`config.mk`:
```
export PLATFORM = sky130hd
export DESIGN_NAME = mem_access_flat
export DESIGN_NICKNAME = d
export VERILOG_FILES = /design/src/rtl/mem_access_if.sv /design/src/rtl/mem_access.sv /design/src/flat_wrapper.sv
export SDC_FILE = /design/constraint.sdc
export NUM_CORES = 1
export LEC_CHECK = 0
export ABC_AREA = 0
export CORE_MARGIN = 1
export CORE_UTILIZATION = 44
export CTS_BUF_LIST = sky130_fd_sc_hd__clkbuf_2
export DETAILED_ROUTE_END_ITERATION = 8
export GPL_ROUTABILITY_DRIVEN = 0
export MAX_ROUTING_LAYER = met4
export PLACE_DENSITY_LB_ADDON = 0.05
export REMOVE_ABC_BUFFERS = 1
export SLEW_MARGIN = 20
export SYNTH_ARGS = -nofsm -noshare
export SYNTH_HDL_FRONTEND = slang
export SYNTH_SLANG_ARGS = --single-unit
```
`constraint.sdc`:
```
create_clock -name clk -period 3.06 [get_ports clk]
set_input_delay 0.612 -clock clk [delete_from_list [all_inputs] [get_ports clk]]
set_output_delay 0.612 -clock clk [all_outputs]
set_load 0.05 [all_outputs]
```
`src/rtl/mem_access_if.sv`:
```
// Data-RAM bus between the MEM stage and the data memory.
//   master (MEM stage): drives ram_req, ram_we, ram_addr, ram_sel, ram_wdata;
//                       samples ram_rdata, ram_ack.
//   slave  (memory)   : the mirror image.
//   ram_addr is word-aligned ([1:0] = 0); ram_sel carries little-endian
//   byte enables.
interface mem_access_if;
    logic        ram_req;
    logic        ram_we;
    logic [31:0] ram_addr;
    logic [3:0]  ram_sel;
    logic [31:0] ram_wdata;
    logic [31:0] ram_rdata;
    logic        ram_ack;

    modport master (
        output ram_req, ram_we, ram_addr, ram_sel, ram_wdata,
        input  ram_rdata, ram_ack
    );

    modport slave (
        input  ram_req, ram_we, ram_addr, ram_sel, ram_wdata,
        output ram_rdata, ram_ack
    );
endinterface

```
`src/rtl/mem_access.sv`:
```
// MEM pipeline stage: issues loads/stores to the data RAM and produces the
// registered write-back triple.
//   clk, rst            : clock, synchronous active-high reset
//   mem_wd/wreg/wdata   : write-back destination, enable, ALU result (EX/MEM)
//   mem_op              : 0 none, 1 LB, 2 LBU, 3 LH, 4 LHU, 5 LW, 6 SB, 7 SH,
//                         8 SW, 9-15 none
//   mem_addr, mem_sdata : byte address and store data
//   ram                 : data-RAM bus (master side)
//   wb_wd/wreg/wdata    : registered write-back outputs
//   stallreq            : combinational stall request to pipeline control
//   excp_align          : one-cycle pulse on a misaligned access
//   bus_err             : one-cycle pulse when the RAM never acknowledges
// Parameter TIMEOUT: WAIT cycles allowed before a bus error.
module mem_access #(
    parameter int unsigned TIMEOUT = 255
) (
    input  logic         clk,
    input  logic         rst,
    input  logic [4:0]   mem_wd,
    input  logic         mem_wreg,
    input  logic [31:0]  mem_wdata,
    input  logic [3:0]   mem_op,
    input  logic [31:0]  mem_addr,
    input  logic [31:0]  mem_sdata,
    mem_access_if.master ram,
    output logic [4:0]   wb_wd,
    output logic         wb_wreg,
    output logic [31:0]  wb_wdata,
    output logic         stallreq,
    output logic         excp_align,
    output logic         bus_err
);

    localparam int unsigned CW = (TIMEOUT > 1) ? $clog2(TIMEOUT + 1) : 1;

    typedef enum logic [1:0] {
        S_IDLE = 2'd0,
        S_WAIT = 2'd1,
        S_DONE = 2'd2
    } state_t;

    typedef enum logic [1:0] {
        SZ_BYTE = 2'd0,
        SZ_HALF = 2'd1,
        SZ_WORD = 2'd2
    } size_t;

    state_t        state_q, state_d;
    logic [CW-1:0] cnt_q, cnt_d;
    logic          ram_req_q, ram_req_d;
    logic          ram_we_q, ram_we_d;
    logic [31:0]   ram_addr_q, ram_addr_d;
    logic [3:0]    ram_sel_q, ram_sel_d;
    logic [31:0]   ram_wdata_q, ram_wdata_d;
    logic [4:0]    wb_wd_q, wb_wd_d;
    logic          wb_wreg_q, wb_wreg_d;
    logic [31:0]   wb_wdata_q, wb_wdata_d;
    logic          excp_align_q, excp_align_d;
    logic          bus_err_q, bus_err_d;
    // Access attributes kept for lane selection when the response arrives.
    size_t         sz_q, sz_d;
    logic          sgn_q, sgn_d;
    logic          load_q, load_d;
    logic [1:0]    lo_q, lo_d;

    // Decode of the current request.
    logic          is_access, is_load, is_signed, aligned;
    size_t         sz;
    logic [3:0]    sel;
    logic [31:0]   sdata_lanes;
    // Load-data extraction from the returned word.
    logic [31:0]   rd_shift;
    logic [15:0]   rd_half;
    logic [31:0]   load_val;

    always_comb begin
        is_access = 1'b1;
        is_load   = 1'b0;
        is_signed = 1'b0;
        sz        = SZ_WORD;
        case (mem_op)
            4'd1:    begin is_load = 1'b1; is_signed = 1'b1; sz = SZ_BYTE; end
            4'd2:    begin is_load = 1'b1; sz = SZ_BYTE; end
            4'd3:    begin is_load = 1'b1; is_signed = 1'b1; sz = SZ_HALF; end
            4'd4:    begin is_load = 1'b1; sz = SZ_HALF; end
            4'd5:    begin is_load = 1'b1; sz = SZ_WORD; end
            4'd6:    sz = SZ_BYTE;
            4'd7:    sz = SZ_HALF;
            4'd8:    sz = SZ_WORD;
            default: is_access = 1'b0;
        endcase

        case (sz)
            SZ_BYTE: begin
                aligned     = 1'b1;
                sel         = 4'b0001 << mem_addr[1:0];
                sdata_lanes = {4{mem_sdata[7:0]}};
            end
            SZ_HALF: begin
                aligned     = ~mem_addr[0];
                sel         = mem_addr[1] ? 4'b1100 : 4'b0011;
                sdata_lanes = {2{mem_sdata[15:0]}};
            end
            default: begin
                aligned     = (mem_addr[1:0] == 2'b00);
                sel         = 4'b1111;
                sdata_lanes = mem_sdata;
            end
        endcase
    end

    always_comb begin
        rd_shift = ram.ram_rdata >> {lo_q, 3'b000};
        rd_half  = lo_q[1] ? ram.ram_rdata[31:16] : ram.ram_rdata[15:0];
        case (sz_q)
            SZ_BYTE: load_val = sgn_q ? {{24{rd_shift[7]}}, rd_shift[7:0]}
                                      : {24'h0, rd_shift[7:0]};
            SZ_HALF: load_val = sgn_q ? {{16{rd_half[15]}}, rd_half}
                                      : {16'h0, rd_half};
            default: load_val = ram.ram_rdata;
        endcase
    end

    always_comb begin
        state_d      = state_q;
        cnt_d        = cnt_q;
        ram_req_d    = ram_req_q;
        ram_we_d     = ram_we_q;
        ram_addr_d   = ram_addr_q;
        ram_sel_d    = ram_sel_q;
        ram_wdata_d  = ram_wdata_q;
        wb_wd_d      = wb_wd_q;
        wb_wreg_d    = wb_wreg_q;
        wb_wdata_d   = wb_wdata_q;
        excp_align_d = 1'b0;
        bus_err_d    = 1'b0;
        sz_d         = sz_q;
        sgn_d        = sgn_q;
        load_d       = load_q;
        lo_d         = lo_q;
        stallreq     = 1'b0;

        case (state_q)
            S_IDLE: begin
                if (!is_access) begin
                    wb_wd_d    = mem_wd;
                    wb_wreg_d  = mem_wreg;
                    wb_wdata_d = mem_wdata;
                end else if (!aligned) begin
                    wb_wreg_d    = 1'b0;
                    excp_align_d = 1'b1;
                end else begin
                    stallreq    = 1'b1;
                    ram_req_d   = 1'b1;
                    ram_we_d    = ~is_load;
                    ram_addr_d  = {mem_addr[31:2], 2'b00};
                    ram_sel_d   = sel;
                    ram_wdata_d = is_load ? '0 : sdata_lanes;
                    wb_wreg_d   = 1'b0;
                    cnt_d       = '0;
                    sz_d        = sz;
                    sgn_d       = is_signed;
                    load_d      = is_load;
                    lo_d        = mem_addr[1:0];
                    state_d     = S_WAIT;
                end
            end
            S_WAIT: begin
                stallreq = 1'b1;
                // An acknowledge in the final allowed cycle still completes.
                if (ram.ram_ack) begin
                    ram_req_d = 1'b0;
                    state_d   = S_DONE;
                    if (load_q) begin
                        wb_wd_d    = mem_wd;
                        wb_wreg_d  = mem_wreg;
                        wb_wdata_d = load_val;
                    end else begin
                        wb_wreg_d = 1'b0;
                    end
                end else if (cnt_q == CW'(TIMEOUT - 1)) begin
                    ram_req_d = 1'b0;
                    bus_err_d = 1'b1;
                    wb_wreg_d = 1'b0;
                    state_d   = S_DONE;
                end else begin
                    cnt_d = cnt_q + CW'(1);
                end
            end
            S_DONE: begin
                // Pipeline advances this cycle; the finished op must not re-issue.
                wb_wreg_d = 1'b0;
                state_d   = S_IDLE;
            end
            default: state_d = S_IDLE;
        endcase

        if (rst) begin
            stallreq = 1'b0;
        end
    end

    always_ff @(posedge clk) begin
        if (rst) begin
            state_q      <= S_IDLE;
            cnt_q        <= '0;
            ram_req_q    <= 1'b0;
            ram_we_q     <= 1'b0;
            ram_addr_q   <= '0;
            ram_sel_q    <= '0;
            ram_wdata_q  <= '0;
            wb_wd_q      <= '0;
            wb_wreg_q    <= 1'b0;
            wb_wdata_q   <= '0;
            excp_align_q <= 1'b0;
            bus_err_q    <= 1'b0;
            sz_q         <= SZ_BYTE;
            sgn_q        <= 1'b0;
            load_q       <= 1'b0;
            lo_q         <= '0;
        end else begin
            state_q      <= state_d;
            cnt_q        <= cnt_d;
            ram_req_q    <= ram_req_d;
            ram_we_q     <= ram_we_d;
            ram_addr_q   <= ram_addr_d;
            ram_sel_q    <= ram_sel_d;
            ram_wdata_q  <= ram_wdata_d;
            wb_wd_q      <= wb_wd_d;
            wb_wreg_q    <= wb_wreg_d;
            wb_wdata_q   <= wb_wdata_d;
            excp_align_q <= excp_align_d;
            bus_err_q    <= bus_err_d;
            sz_q         <= sz_d;
            sgn_q        <= sgn_d;
            load_q       <= load_d;
            lo_q         <= lo_d;
        end
    end

    assign ram.ram_req   = ram_req_q;
    assign ram.ram_we    = ram_we_q;
    assign ram.ram_addr  = ram_addr_q;
    assign ram.ram_sel   = ram_sel_q;
    assign ram.ram_wdata = ram_wdata_q;
    assign wb_wd         = wb_wd_q;
    assign wb_wreg       = wb_wreg_q;
    assign wb_wdata      = wb_wdata_q;
    assign excp_align    = excp_align_q;
    assign bus_err       = bus_err_q;

endmodule

```
`src/flat_wrapper.sv`:
```
// flat-port wrapper written by rule: the top's interface ports become plain ports
module mem_access_flat 
#(
    parameter int unsigned TIMEOUT = 255
)
  (clk, rst, mem_wd, mem_wreg, mem_wdata, mem_op, mem_addr, mem_sdata, wb_wd, wb_wreg, wb_wdata, stallreq, excp_align, bus_err, ram_ram_req, ram_ram_we, ram_ram_addr, ram_ram_sel, ram_ram_wdata, ram_ram_rdata, ram_ram_ack);
  mem_access_if ram_i ();
  input  logic clk;
  input  logic rst;
  input  logic [4:0] mem_wd;
  input  logic mem_wreg;
  input  logic [31:0] mem_wdata;
  input  logic [3:0] mem_op;
  input  logic [31:0] mem_addr;
  input  logic [31:0] mem_sdata;
  output logic [4:0] wb_wd;
  output logic wb_wreg;
  output logic [31:0] wb_wdata;
  output logic stallreq;
  output logic excp_align;
  output logic bus_err;
  output wire logic [$bits(ram_i.ram_req)-1:0] ram_ram_req;
  output wire logic [$bits(ram_i.ram_we)-1:0] ram_ram_we;
  output wire logic [$bits(ram_i.ram_addr)-1:0] ram_ram_addr;
  output wire logic [$bits(ram_i.ram_sel)-1:0] ram_ram_sel;
  output wire logic [$bits(ram_i.ram_wdata)-1:0] ram_ram_wdata;
  input wire logic [$bits(ram_i.ram_rdata)-1:0] ram_ram_rdata;
  input wire logic [$bits(ram_i.ram_ack)-1:0] ram_ram_ack;
  assign ram_ram_req = ram_i.ram_req;
  assign ram_ram_we = ram_i.ram_we;
  assign ram_ram_addr = ram_i.ram_addr;
  assign ram_ram_sel = ram_i.ram_sel;
  assign ram_ram_wdata = ram_i.ram_wdata;
  assign ram_i.ram_rdata = ram_ram_rdata;
  assign ram_i.ram_ack = ram_ram_ack;
  mem_access #(.TIMEOUT(TIMEOUT)) u_core (.clk(clk), .rst(rst), .mem_wd(mem_wd), .mem_wreg(mem_wreg), .mem_wdata(mem_wdata), .mem_op(mem_op), .mem_addr(mem_addr), .mem_sdata(mem_sdata), .ram(ram_i), .wb_wd(wb_wd), .wb_wreg(wb_wreg), .wb_wdata(wb_wdata), .stallreq(stallreq), .excp_align(excp_align), .bus_err(bus_err));
endmodule
```
==> impl_summary.log, run 1 <==
[metrics] wire length of the first global-routing pass: around 29000 um
[metrics] Clock Path Buffers: 2
[metrics] residual overflow from global routing: 0
[metrics] number of pins with negative max-slew slack in the final report: 0
[metrics] core area: ~13000 um^2
[metrics] slew at the pin closest to its max-slew limit: 0.988 ns
[metrics] compound-cell area share of the yosys netlist: 25.5%
[metrics] number of vias per cell: 5.50
[metrics] sum of met3 wire segment lengths after detailed routing: between 1000 and 1500 um
[metrics] starting utilization of the core area: between 40 and 50%
[metrics] flop and latch count out of synthesis: 124
[metrics] static leakage: 3.23 nW
[metrics] share of synthesized area spent on multiplexers: around 4.1%
[metrics] area of the multi-input gates: 3010 um^2
[metrics] hold buffer count at cts: 0
[metrics] die height: about 120 um
[metrics] adder-cell share of the synthesized area: about 1.1%
[metrics] count of final hold-check violations: 0
[metrics] number of failing setup endpoints in the final timing report: 0
[metrics] Yosys Warn Count: 0
[metrics] status: finished, final reports clean
[metrics] largest net degree at the start of global routing: 55
[metrics] number of enable-type register cells in the synthesized netlist: 0
[metrics] type of element capturing the critical path: output port
[metrics] largest family of logic cells by synthesized area: compound AO/OA/AOI/OAI gates
[metrics] Critical Path RT: between 2 and 2.5 ns
[metrics] clock slew at reported path FFs: roughly 0.15 ns
[metrics] count of buffers inserted at the top-level ports: approximately 250
[metrics] post-route antenna net violation count: 0
[metrics] classification of the worst setup path: in -> out
[metrics] clock root buffer: sky130_fd_sc_hd__clkbuf_2
[metrics] area growth from synthesis to final layout: 50.4%
[metrics] via count of the first global-routing pass: between 5000 and 6000
[metrics] sequential fraction of the synthesis area: between 40 and 50%
[metrics] clock buffer count from CTS: 17
[metrics] startpoint type of the worst setup path: input pin
[metrics] insertion delay of the later-clocked pin in the worst-skew pair: between 0.6 and 0.7 ns
[metrics] cell repeated most along the worst path: sky130_fd_sc_hd__nor2_1
[metrics] instance count along the most critical hold path: 2
[metrics] cell count after synthesis: approximately 700
[metrics] area used by sequential logic in the layout: around 2500 um^2
[metrics] Reg2Reg Depth: 5
[metrics] startpoint of the tightest hold check path: rst
[metrics] number of DRC markers after the initial detailed-route iteration: between 500 and 600
[metrics] routed length on met1: about 7600 um
[metrics] cells along the critical path: clkdlybuf4s50_1 > buf_4 > or3b_1 > and2_4 > a31oi_4 > nor2_1 > nor2_1 > buf_12
[metrics] DIE AREA: roughly 14000 um^2
[metrics] number of different library cells in the post-synthesis netlist: 62
[metrics] largest fanout of any net on the critical path: 11
[metrics] share of layout cells above drive strength 1: around 7.3%
[metrics] simple-gate share of the synthesized area: between 20% and 30%
[metrics] reg-to-reg critical path endpoint: u_core.wb_wdata[7]
[metrics] per-cell routed wire length: ~17 um
[metrics] crit-path max cell delay: about 0.42 ns
[metrics] relative slew slack: 34.0%
[metrics] signal arrival time at the worst endpoint: between 2 and 2.5 ns
[metrics] Final period util: a little over nine tenths
[metrics] share of the synthesized netlist area taken by xor and xnor gates: 0%
[metrics] total of fill cells in the finished design: approximately 1100
[metrics] final instance area: ~8700 um^2
[metrics] path type of the worst min-delay path: in -> reg
[metrics] total power per unit cell area: 507 nW/um^2
[metrics] count of pins on the block boundary: approximately 250
[metrics] detailed-route DRC error count: 0
[metrics] critical register-to-register path startpoint: u_core.sz_q[0]
[metrics] final wirelength: 19100 um
[metrics] MaxCap Viol Count: 0
[metrics] Slowest-stage cell, CP: sky130_fd_sc_hd__clkdlybuf4s50_1
[metrics] Cell Area, Synth: approximately 5800 um^2
[metrics] Detail Route met2 WL: between 9000 and 10000 um
[metrics] clock tree from TritonCTS: yes
[metrics] critical path launch point: mem_op[3]
[metrics] overall via count from detail_route: around 6000
[metrics] end-of-flow core utilization: between 60% and 70%
[metrics] Die Span X: 117 um
[metrics] reg-to-reg setup timing slack: 0.79 ns
[metrics] worst supply voltage drop on vdd: ~0.33 mV
[metrics] cell area after placement: approximately 8500 um^2
[metrics] async set or reset register ratio after synthesis: 0%
[metrics] Rows: roughly 40
[metrics] Num Clock Sinks: around 120
[metrics] buffering stage count on the worst path with inverters included: 3
[metrics] diodes inserted: 0
[metrics] top routing layer in use: met4
[metrics] Max H-tree Level: 4
[metrics] clock skew after layout: roughly 0.029 ns
[metrics] synthesized area divided by synthesized cell count: between 8 and 9 um^2
[metrics] primary flip-flop cell chosen by synthesis mapping: sky130_fd_sc_hd__dfxtp_1
[metrics] worst min-delay path endpoint: u_core.wb_wreg
[metrics] RSZ-0062 raised after global routing: false
[metrics] HPWL after DPL: between 10000 and 15000 um
[metrics] fin crit period: slightly below 3 ns
[metrics] GRT Total Usage: between 20 and 30%
[metrics] kind of cell with the highest combined delay on the critical path: simple AND/OR/NAND/NOR gates
[metrics] Layout Nets: roughly 1100
[metrics] number of antenna violations at the first check in global routing: 0
[metrics] f_max: approximately 0.34 GHz
[metrics] drt pass-1 iters: 8
worst reg2reg max path: stages (launching register included):
cell and delay, ns:
sky130_fd_sc_hd__dfxtp_1 0.47, sky130_fd_sc_hd__nor2b_1 0.82, sky130_fd_sc_hd__mux4_2 0.37, sky130_fd_sc_hd__nand2_1 0.05
sky130_fd_sc_hd__a311o_1 0.35, sky130_fd_sc_hd__a21oi_1 0.14
placed cells by master, fill, tap and decap left out, drive strengths merged, types with 5 or more instances in the layout:
cell type / instances
clkinv: 6
clkdlybuf4s50: 247
nand2: 132
dfxtp: 124
a22o: 8
a221o: 8
clkbuf: 19
a21oi: 62
buf: 28
nor3: 20
nor2b: 9
nand3: 15
a32o: 10
o2bb2ai: 24
o221ai: 8
ha: 5
o21ai: 19
inv: 18
a31oi: 16
a211oi: 10
a211o: 17
nor2: 63
mux2i: 17
nand2b: 16
what timing repair did:
item,in CTS,in global routing
setup endpoints to repair,0,1
buffers inserted,0,0
gates resized for setup,0,1
stage by stage:
step / instances / TNS, ns / worst slack, ns / power (mW) / hold WS, ns
floorplan: 649 / -3.99 / -0.321 / 2.76 / 0.421
global route: 1125 / 0 / 0.00172 / 4.64 / 0.157
finish: 1125 / 0 / 0.0808 / 4.43 / 0.226
CTS: 1125 / 0 / 0.0179 / 4.46 / 0.167
global placement: 1096 / 0 / 0.0948 / 3.41 / 0.441
detailed placement: 1096 / -0.0486 / -0.00963 / 3.45 / 0.445
kinds of logic after synthesis:
kind of cell    count (synthesis)
simple gates                  273
compound gates                206
flops                         124
buf+inv                        76
mux                            20
fa+ha+maj                       5
other cells                     1
power breakdown:
group / internal (mW) / switching [mW]
combinational: 0.627 / 0.964
sequential: 1.75 / 0.0801
clock: 0.438 / 0.572
final cells by class:
cell class / count / area share (%)
clock buffer: 19 / 1.09
multi-input combinational: 506 / 34.5
sequential: 124 / 28.4
timing repair buffer: 275 / 31.3
clock inverter: 10 / 1.45
tap: 172 / 2.46
inverter: 19 / 0.817
metal layers:
metal	GRT usage, %	up-vias
met5	-	-
met4	12.9	0
met3	6.28	45
met2	47.4	256
met1	32.7	2876
li1	-	3006
Yosys cell counts, types with 5 or more instances:
cell | count | area (um^2)
sky130_fd_sc_hd__a21oi_1 | 62 | 310
sky130_fd_sc_hd__nor3_1 | 20 | 100
sky130_fd_sc_hd__o2bb2ai_1 | 24 | 210
sky130_fd_sc_hd__a211oi_1 | 10 | 75.1
sky130_fd_sc_hd__a221o_1 | 8 | 80.1
sky130_fd_sc_hd__a32o_1 | 10 | 100
sky130_fd_sc_hd__nand2_1 | 132 | 495
sky130_fd_sc_hd__clkbuf_1 | 33 | 124
sky130_fd_sc_hd__a22o_1 | 8 | 70.1
sky130_fd_sc_hd__nand2b_1 | 16 | 100
sky130_fd_sc_hd__nand3_1 | 14 | 70.1
sky130_fd_sc_hd__ha_1 | 5 | 62.6
sky130_fd_sc_hd__o21ai_0 | 14 | 70.1
sky130_fd_sc_hd__dfxtp_1 | 124 | 2480
sky130_fd_sc_hd__inv_1 | 18 | 67.6
sky130_fd_sc_hd__a31oi_1 | 15 | 93.8
sky130_fd_sc_hd__buf_2 | 17 | 85.1
sky130_fd_sc_hd__o221ai_1 | 8 | 70.1
sky130_fd_sc_hd__nor2_1 | 62 | 233
sky130_fd_sc_hd__nor2b_1 | 9 | 56.3
sky130_fd_sc_hd__a211o_1 | 17 | 149
sky130_fd_sc_hd__mux2i_1 | 17 | 170
how the worst max path moves through the flow:
stage / end / cells past startpoint
after detailed placement: u_core.ram.ram_wdata[6] / 9
final: stallreq / 8
after global placement: stallreq / 7
after global routing: stallreq / 7
after floorplan: stallreq / 5
after CTS: stallreq / 8
sequential cells by signal, indices dropped and copies added (netlist names), 2 cells and up:
signal                flops
u_core.lo_q               2
u_core.ram.ram_addr      30
u_core.ram.ram_sel        4
u_core.ram.ram_wdata     32
u_core.wb_wdata          32
u_core.wb_wd              5
u_core.sz_q               2
u_core.cnt_q              8
u_core.state_q            2
(Power assumes the default switching activity.)
==> run 2: changes to the inputs <==
--- a/config.mk
+++ b/config.mk
@@ -6,7 +6,7 @@
 export NUM_CORES = 1
 export LEC_CHECK = 0
 export ABC_AREA = 0
-export CORE_MARGIN = 1
+export CORE_MARGIN = 5
 export CORE_UTILIZATION = 44
 export CTS_BUF_LIST = sky130_fd_sc_hd__clkbuf_2
 export DETAILED_ROUTE_END_ITERATION = 8
==> impl_summary.log, run 2 (same netlist as run 1, synthesis figures left out) <==
[metrics] core area: 13100 um^2 (was 12700 um^2)
[metrics] largest net degree at the start of global routing: 45 (was 55)
[metrics] share of layout cells above drive strength 1: 7.53% (was 7.35%)
[metrics] number of pins with negative max-slew slack in the final report: 0 (unchanged)
[metrics] MaxCap Viol Count: 0 (unchanged)
[metrics] Fin Setup TNS: 0 ns (unchanged)
[metrics] die height: 125 um (was 117 um)
[metrics] final wirelength: 19600 um (was 19100 um)
[metrics] number of failing setup endpoints in the final timing report: 0 (unchanged)
[metrics] total power per unit cell area: 509 nW/um^2 (was 507 nW/um^2)
[metrics] Finished Layout Cells: 1132 (was 1125)
[metrics] switching power: 1.64 mW (was 1.62 mW)
[metrics] startpoint type of the worst setup path: input pin (unchanged)
[metrics] total of fill cells in the finished design: 1110 (was 1093)
[metrics] classification of the worst setup path: in -> out (unchanged)
[metrics] HPWL after DPL: 14700 um (was 14100 um)
[metrics] Num Clock Sinks: 124 (unchanged)
[metrics] clock root buffer: sky130_fd_sc_hd__clkbuf_2 (unchanged)
[metrics] PostCTS Resize Cnt: 0 (unchanged)
[metrics] Post-CTS Setup Inserts: 0 (unchanged)
[metrics] starting utilization of the core area: 44.4% (was 45.6%)
[metrics] overall via count from detail_route: 6167 (was 6183)
[metrics] number of antenna violations at the first check in global routing: 0 (unchanged)
[metrics] Rows: 42 (was 41)
[metrics] Layout Nets: 1090 (was 1089)
[metrics] residual overflow from global routing: 0 (unchanged)
[metrics] worst hold margin: 0.279 ns (was 0.226 ns)
[metrics] relative slew slack: 35.8% (was 34.0%)
[metrics] post-route antenna net violation count: 0 (unchanged)
[metrics] Reg2Reg Depth: 5 (unchanged)
[metrics] most frequent standard cell in the layout excluding fill and tap cells: sky130_fd_sc_hd__clkdlybuf4s50_1 (unchanged)
[metrics] diodes inserted: 0 (unchanged)
[metrics] switching part of the total power: 36.8% (was 36.5%)
[metrics] fin crit period: 2.97 ns (was 2.98 ns)
[metrics] hold buffer count at cts: 0 (unchanged)
[metrics] Max H-tree Level: 4 (unchanged)
[metrics] Clock Path Buffers: 2 (unchanged)
[metrics] proportion of power drawn by flip-flops and latches: 41.0% (was 41.3%)
[metrics] detailed-route DRC error count: 0 (unchanged)
[metrics] RSZ-0062 raised after global routing: false (unchanged)
[metrics] number of vias per cell: 5.45 (was 5.50)
[metrics] worst supply voltage drop on vdd: 0.302 mV (was 0.333 mV)
[metrics] status: finished, final reports clean (unchanged)
[metrics] Die Span X: 125 um (was 117 um)
[metrics] slack of the critical path: 0.0945 ns (was 0.0808 ns)
[metrics] insertion delay of the later-clocked pin in the worst-skew pair: 0.72 ns (was 0.69 ns)
[metrics] signal arrival time at the worst endpoint: 2.35 ns (was 2.37 ns)
[metrics] leading cell types in the layout, fill and taps excluded: sky130_fd_sc_hd__clkdlybuf4s50_1 (247), sky130_fd_sc_hd__nand2_1 (132), sky130_fd_sc_hd__dfxtp_1 (124) (unchanged)
[metrics] proportion of power drawn by the clock network: 23.4% (was 22.8%)
[metrics] final instance area: 8740 um^2 (was 8730 um^2)
[metrics] area of the multi-input gates: 3010 um^2 (about the same)
[metrics] clock tree from TritonCTS: yes (unchanged)
[metrics] static leakage: 3.24 nW (was 3.23 nW)
[metrics] path type of the worst min-delay path: in -> reg (unchanged)
[metrics] cell area after placement: 8510 um^2 (unchanged)
[metrics] clock buffer count from CTS: 17 (unchanged)
[metrics] per-cell routed wire length: 17.3 um (was 17.0 um)
[metrics] internal power of the cells: 2.81 mW (about the same)
[metrics] f_max: 0.337 GHz (was 0.336 GHz)
[metrics] area used by sequential logic in the layout: 2480 um^2 (unchanged)
[metrics] GRT Total Usage: 25.1% (was 28.4%)
[metrics] via count of the first global-routing pass: 6143 (was 5925)
[metrics] instance count along the most critical hold path: 2 (unchanged)
[metrics] wire length of the first global-routing pass: 30900 um (was 29000 um)
[metrics] DIE AREA: 15600 um^2 (was 13700 um^2)
[metrics] number of DRC markers after the initial detailed-route iteration: 481 (was 540)
[metrics] count of final hold-check violations: 0 (unchanged)
[metrics] clock slew at reported path FFs: 0.16 ns (was 0.15 ns)
[metrics] placed instance count: 1101 (was 1096)
[metrics] relative contribution of combinational cells to total power: 35.6% (was 35.9%)
[metrics] area growth from synthesis to final layout: 50.6% (was 50.4%)
[metrics] drt pass-1 iters: 4 (was 8)
[metrics] slew at the pin closest to its max-slew limit: 0.960 ns (was 0.988 ns)
[metrics] clock skew after layout: 0.0206 ns (was 0.0291 ns)
[metrics] Final period util: 96.9% (was 97.4%)
[metrics] count of pins on the block boundary: 252 (unchanged)
[metrics] type of element capturing the critical path: output port (unchanged)
[metrics] Post-Place Setup Slack: 0.0303 ns (was -0.00963 ns)
[metrics] count of buffers inserted at the top-level ports: 249 (unchanged)
[metrics] Critical Path RT: 2.45 ns (about the same)
[metrics] largest fanout of any net on the critical path: 9 (was 11)
run 2: cell types whose count changed in the layout (fill, tap and decap cells not counted), sizes merged:
cell	delta
buf	+1
clkinv	+2
clkinvlp	-1
clkbuf	+1
run 2: cell type report:
type,count,share of cell area [%]
Inverter,19,0.816
Timing Repair Buffer,276,31.2
Multi-Input combinational cell,506,34.5
Tap cell,176,2.52
Clock buffer,20,1.15
Sequential cell,124,28.4
Clock inverter,11,1.45
run 2: power groups by stage:
stage | clock [mW] | combinational, mW | sequential (mW)
5_1_grt | 1.14 | 1.69 | 1.84
6_report | 1.04 | 1.58 | 1.82
2_1_floorplan | 0 | 0.473 | 2.29
4_1_cts | 1.06 | 1.59 | 1.82
3_5_place_dp | 0 | 1.58 | 1.86
3_3_place_gp | 0 | 1.56 | 1.85
run 2: path summary, 6_finish.rpt:
check / from / to / slack [ns]
worst min-delay path: rst / u_core.lo_q[1] / 0.28
worst min register to register: u_core.ram.ram_addr[8] / u_core.ram.ram_addr[8] / 0.47
worst max-delay path: mem_op[3] / stallreq / 0.09
worst max register to register: u_core.sz_q[0] / u_core.wb_wdata[2] / 0.68
run 2: critical path: stages:
cell,delay (ns)
sky130_fd_sc_hd__clkdlybuf4s50_1,0.47
sky130_fd_sc_hd__buf_4,0.19
sky130_fd_sc_hd__or4_1,0.52
sky130_fd_sc_hd__nand3_2,0.14
sky130_fd_sc_hd__a31oi_4,0.04
sky130_fd_sc_hd__nor2_1,0.15
sky130_fd_sc_hd__nor2_2,0.07
sky130_fd_sc_hd__buf_12,0.16
run 2: per-stage QoR:
step,power (mW),utilization (%)
after floorplan,2.76,-
after detailed placement,3.44,65.0
final,4.45,66.8
after CTS,4.47,66.7
after global routing,4.67,66.8
after global placement,3.41,65.0
run 2: per-layer routing:
metal / global-route usage [%] / up-vias / wire length, um
li1: - / 2992 / -
met1: 27.5 / 2897 / 7880
met2: 42.3 / 243 / 9640
met3: 8.66 / 35 / 1600
met4: 8.80 / 0 / 524
met5: - / - / 0
==> run 3: changes to the inputs <==
--- a/config.mk
+++ b/config.mk
@@ -8,7 +8,7 @@
 export ABC_AREA = 0
 export CORE_MARGIN = 5
 export CORE_UTILIZATION = 44
-export CTS_BUF_LIST = sky130_fd_sc_hd__clkbuf_2
+export CTS_BUF_LIST = sky130_fd_sc_hd__clkbuf_4 sky130_fd_sc_hd__clkbuf_8
 export DETAILED_ROUTE_END_ITERATION = 8
 export GPL_ROUTABILITY_DRIVEN = 0
 export MAX_ROUTING_LAYER = met4
==> impl_summary.log, run 3 (same netlist as run 1, synthesis figures left out) <==
[metrics] slack of the critical path: 0.0974 ns (was 0.0945 ns)
[metrics] switching power: 1.67 mW (was 1.64 mW)
[metrics] drt pass-1 iters: 6 (was 4)
[metrics] number of pins with negative max-slew slack in the final report: 0 (unchanged)
[metrics] Layout Nets: 1090 (unchanged)
[metrics] hold buffer count at cts: 0 (unchanged)
[metrics] proportion of power drawn by the clock network: 31.4% (was 23.4%)
[metrics] largest fanout of any net on the critical path: 9 (unchanged)
[metrics] total power per unit cell area: 556 nW/um^2 (was 509 nW/um^2)
[metrics] instance count along the most critical hold path: 2 (unchanged)
[metrics] clock slew at reported path FFs: 0.07 ns (was 0.16 ns)
[metrics] switching part of the total power: 33.6% (was 36.8%)
[metrics] core area: 13100 um^2 (unchanged)
[metrics] Num Clock Sinks: 124 (unchanged)
[metrics] clock skew after layout: 0.00871 ns (was 0.0206 ns)
[metrics] Max H-tree Level: 4 (unchanged)
[metrics] overall via count from detail_route: 6179 (was 6167)
[metrics] relative contribution of combinational cells to total power: 32.0% (was 35.6%)
[metrics] final instance area: 8950 um^2 (was 8740 um^2)
[metrics] PostCTS Resize Cnt: 0 (unchanged)
[metrics] worst min-delay path endpoint: u_core.ram.ram_addr[8] (was u_core.lo_q[1])
[metrics] diodes inserted: 0 (unchanged)
[metrics] relative slew slack: 36.0% (was 35.8%)
[metrics] count of pins on the block boundary: 252 (unchanged)
[metrics] HPWL after DPL: 14700 um (unchanged)
[metrics] worst supply voltage drop on vdd: 0.416 mV (was 0.302 mV)
[metrics] Die Span X: 125 um (unchanged)
[metrics] share of layout cells above drive strength 1: 8.05% (was 7.53%)
[metrics] number of antenna violations at the first check in global routing: 0 (unchanged)
[metrics] signal arrival time at the worst endpoint: 2.35 ns (about the same)
[metrics] internal power of the cells: 3.30 mW (was 2.81 mW)
[metrics] Slowest-stage cell, CP: sky130_fd_sc_hd__or4_1 (unchanged)
[metrics] cells along the critical path: clkdlybuf4s50_1 > buf_4 > or4_1 > nand3_2 > a31oi_4 > nor2_1 > nor2_2 > buf_12 (unchanged)
[metrics] GRT Total Usage: 25.2% (was 25.1%)
[metrics] Post-Place Setup Slack: 0.0303 ns (unchanged)
[metrics] status: finished, final reports clean (unchanged)
[metrics] largest net degree at the start of global routing: 45 (unchanged)
[metrics] type of element capturing the critical path: output port (unchanged)
[metrics] startpoint of the tightest hold check path: u_core.ram.ram_addr[8] (was rst)
[metrics] area growth from synthesis to final layout: 54.1% (was 50.6%)
[metrics] Clock Path Buffers: 2 (unchanged)
[metrics] number of vias per cell: 5.46 (was 5.45)
[metrics] count of buffers inserted at the top-level ports: 249 (unchanged)
[metrics] starting utilization of the core area: 44.4% (unchanged)
[metrics] Post-CTS Setup Inserts: 0 (unchanged)
[metrics] proportion of power drawn by flip-flops and latches: 36.7% (was 41.0%)
[metrics] RSZ-0062 raised after global routing: false (unchanged)
[metrics] most frequent standard cell in the layout excluding fill and tap cells: sky130_fd_sc_hd__clkdlybuf4s50_1 (unchanged)
[metrics] via count of the first global-routing pass: 6194 (was 6143)
[metrics] Rows: 42 (unchanged)
[metrics] die height: 125 um (unchanged)
[metrics] slew at the pin closest to its max-slew limit: 0.957 ns (was 0.960 ns)
[metrics] detailed-route DRC error count: 0 (unchanged)
[metrics] Final period util: 96.8% (was 96.9%)
[metrics] Reg2Reg Depth: 5 (unchanged)
[metrics] count of final hold-check violations: 0 (unchanged)
[metrics] number of failing setup endpoints in the final timing report: 0 (unchanged)
[metrics] final wirelength: 19900 um (was 19600 um)
[metrics] insertion delay of the later-clocked pin in the worst-skew pair: 0.44 ns (was 0.72 ns)
[metrics] fin crit period: 2.96 ns (was 2.97 ns)
[metrics] f_max: 0.338 GHz (was 0.337 GHz)
[metrics] worst hold margin: 0.455 ns (was 0.279 ns)
[metrics] path type of the worst min-delay path: reg -> reg (was in -> reg)
[metrics] MaxCap Viol Count: 0 (unchanged)
[metrics] static leakage: 3.32 nW (was 3.24 nW)
[metrics] startpoint type of the worst setup path: input pin (unchanged)
[metrics] crit-path max cell delay: 0.52 ns (about the same)
[metrics] clock tree from TritonCTS: yes (unchanged)
[metrics] Critical Path RT: 2.45 ns (about the same)
[metrics] leading cell types in the layout, fill and taps excluded: sky130_fd_sc_hd__clkdlybuf4s50_1 (247), sky130_fd_sc_hd__nand2_1 (132), sky130_fd_sc_hd__dfxtp_1 (124) (unchanged)
[metrics] reg-to-reg critical path endpoint: u_core.wb_wdata[2] (unchanged)
[metrics] cell area after placement: 8510 um^2 (unchanged)
[metrics] DIE AREA: 15600 um^2 (unchanged)
[metrics] classification of the worst setup path: in -> out (unchanged)
[metrics] residual overflow from global routing: 0 (unchanged)
[metrics] critical register-to-register path startpoint: u_core.sz_q[0] (unchanged)
[metrics] end-of-flow core utilization: 68.4% (was 66.8%)
[metrics] number of DRC markers after the initial detailed-route iteration: 526 (was 481)
[metrics] per-cell routed wire length: 17.6 um (was 17.3 um)
[metrics] clock buffer count from CTS: 17 (unchanged)
[metrics] post-route antenna net violation count: 0 (unchanged)
[metrics] wire length of the first global-routing pass: 31300 um (was 30900 um)
[metrics] clock root buffer: sky130_fd_sc_hd__clkbuf_8 (was sky130_fd_sc_hd__clkbuf_2)
[metrics] reg-to-reg setup timing slack: 0.63 ns (was 0.68 ns)
-- run 3: power by group through the flow --
| stage | logic (mW) | registers [mW] | clock network (mW) |
|---|---|---|---|
| global placement | 1.56 | 1.85 | 0 |
| detailed placement | 1.58 | 1.86 | 0 |
| CTS | 1.59 | 1.82 | 1.59 |
| floorplan | 0.473 | 2.29 | 0 |
| global route | 1.69 | 1.84 | 1.66 |
| finish | 1.59 | 1.82 | 1.56 |
-- run 3: worst max path at each step --
stage	startpoint	to	cells after the start
finish	mem_op[3]	stallreq	8
global route	mem_op[3]	stallreq	8
CTS	mem_op[3]	stallreq	7
detailed placement	mem_op[3]	u_core.ram.ram_wdata[2]	8
global placement	mem_op[3]	stallreq	7
floorplan	mem_op[1]	stallreq	5
-- run 3: metal layers --
metal | global-route usage [%] | part of all wire, %
met5 | - | 0
met1 | 27.8 | 40
met3 | 8.10 | 8.0
met4 | 8.67 | 2.9
met2 | 43.1 | 49
-- run 3: through the flow --
stage / instances / total power, mW / setup TNS [ns]
global route: 1132 / 5.19 / 0
floorplan: 649 / 2.76 / -3.99
CTS: 1132 / 5.00 / 0
detailed placement: 1101 / 3.44 / 0
global placement: 1101 / 3.41 / 0
finish: 1132 / 4.97 / 0
-- run 3: worst max-delay path, delay by kind of cell --
kind,cells,cell delay (ns)
simple gates,4,0.87
buf+inv,3,0.82
compound gates,1,0.04
-- run 3: final cells by class --
type / count / area [um^2]
clock buffer: 25 / 325
timing repair buffer: 276 / 2730
multi-input combinational: 506 / 3010
inverter: 19 / 71.3
fill: 1077 / 4140
clock inverter: 6 / 108
tap: 176 / 220
sequential: 124 / 2480
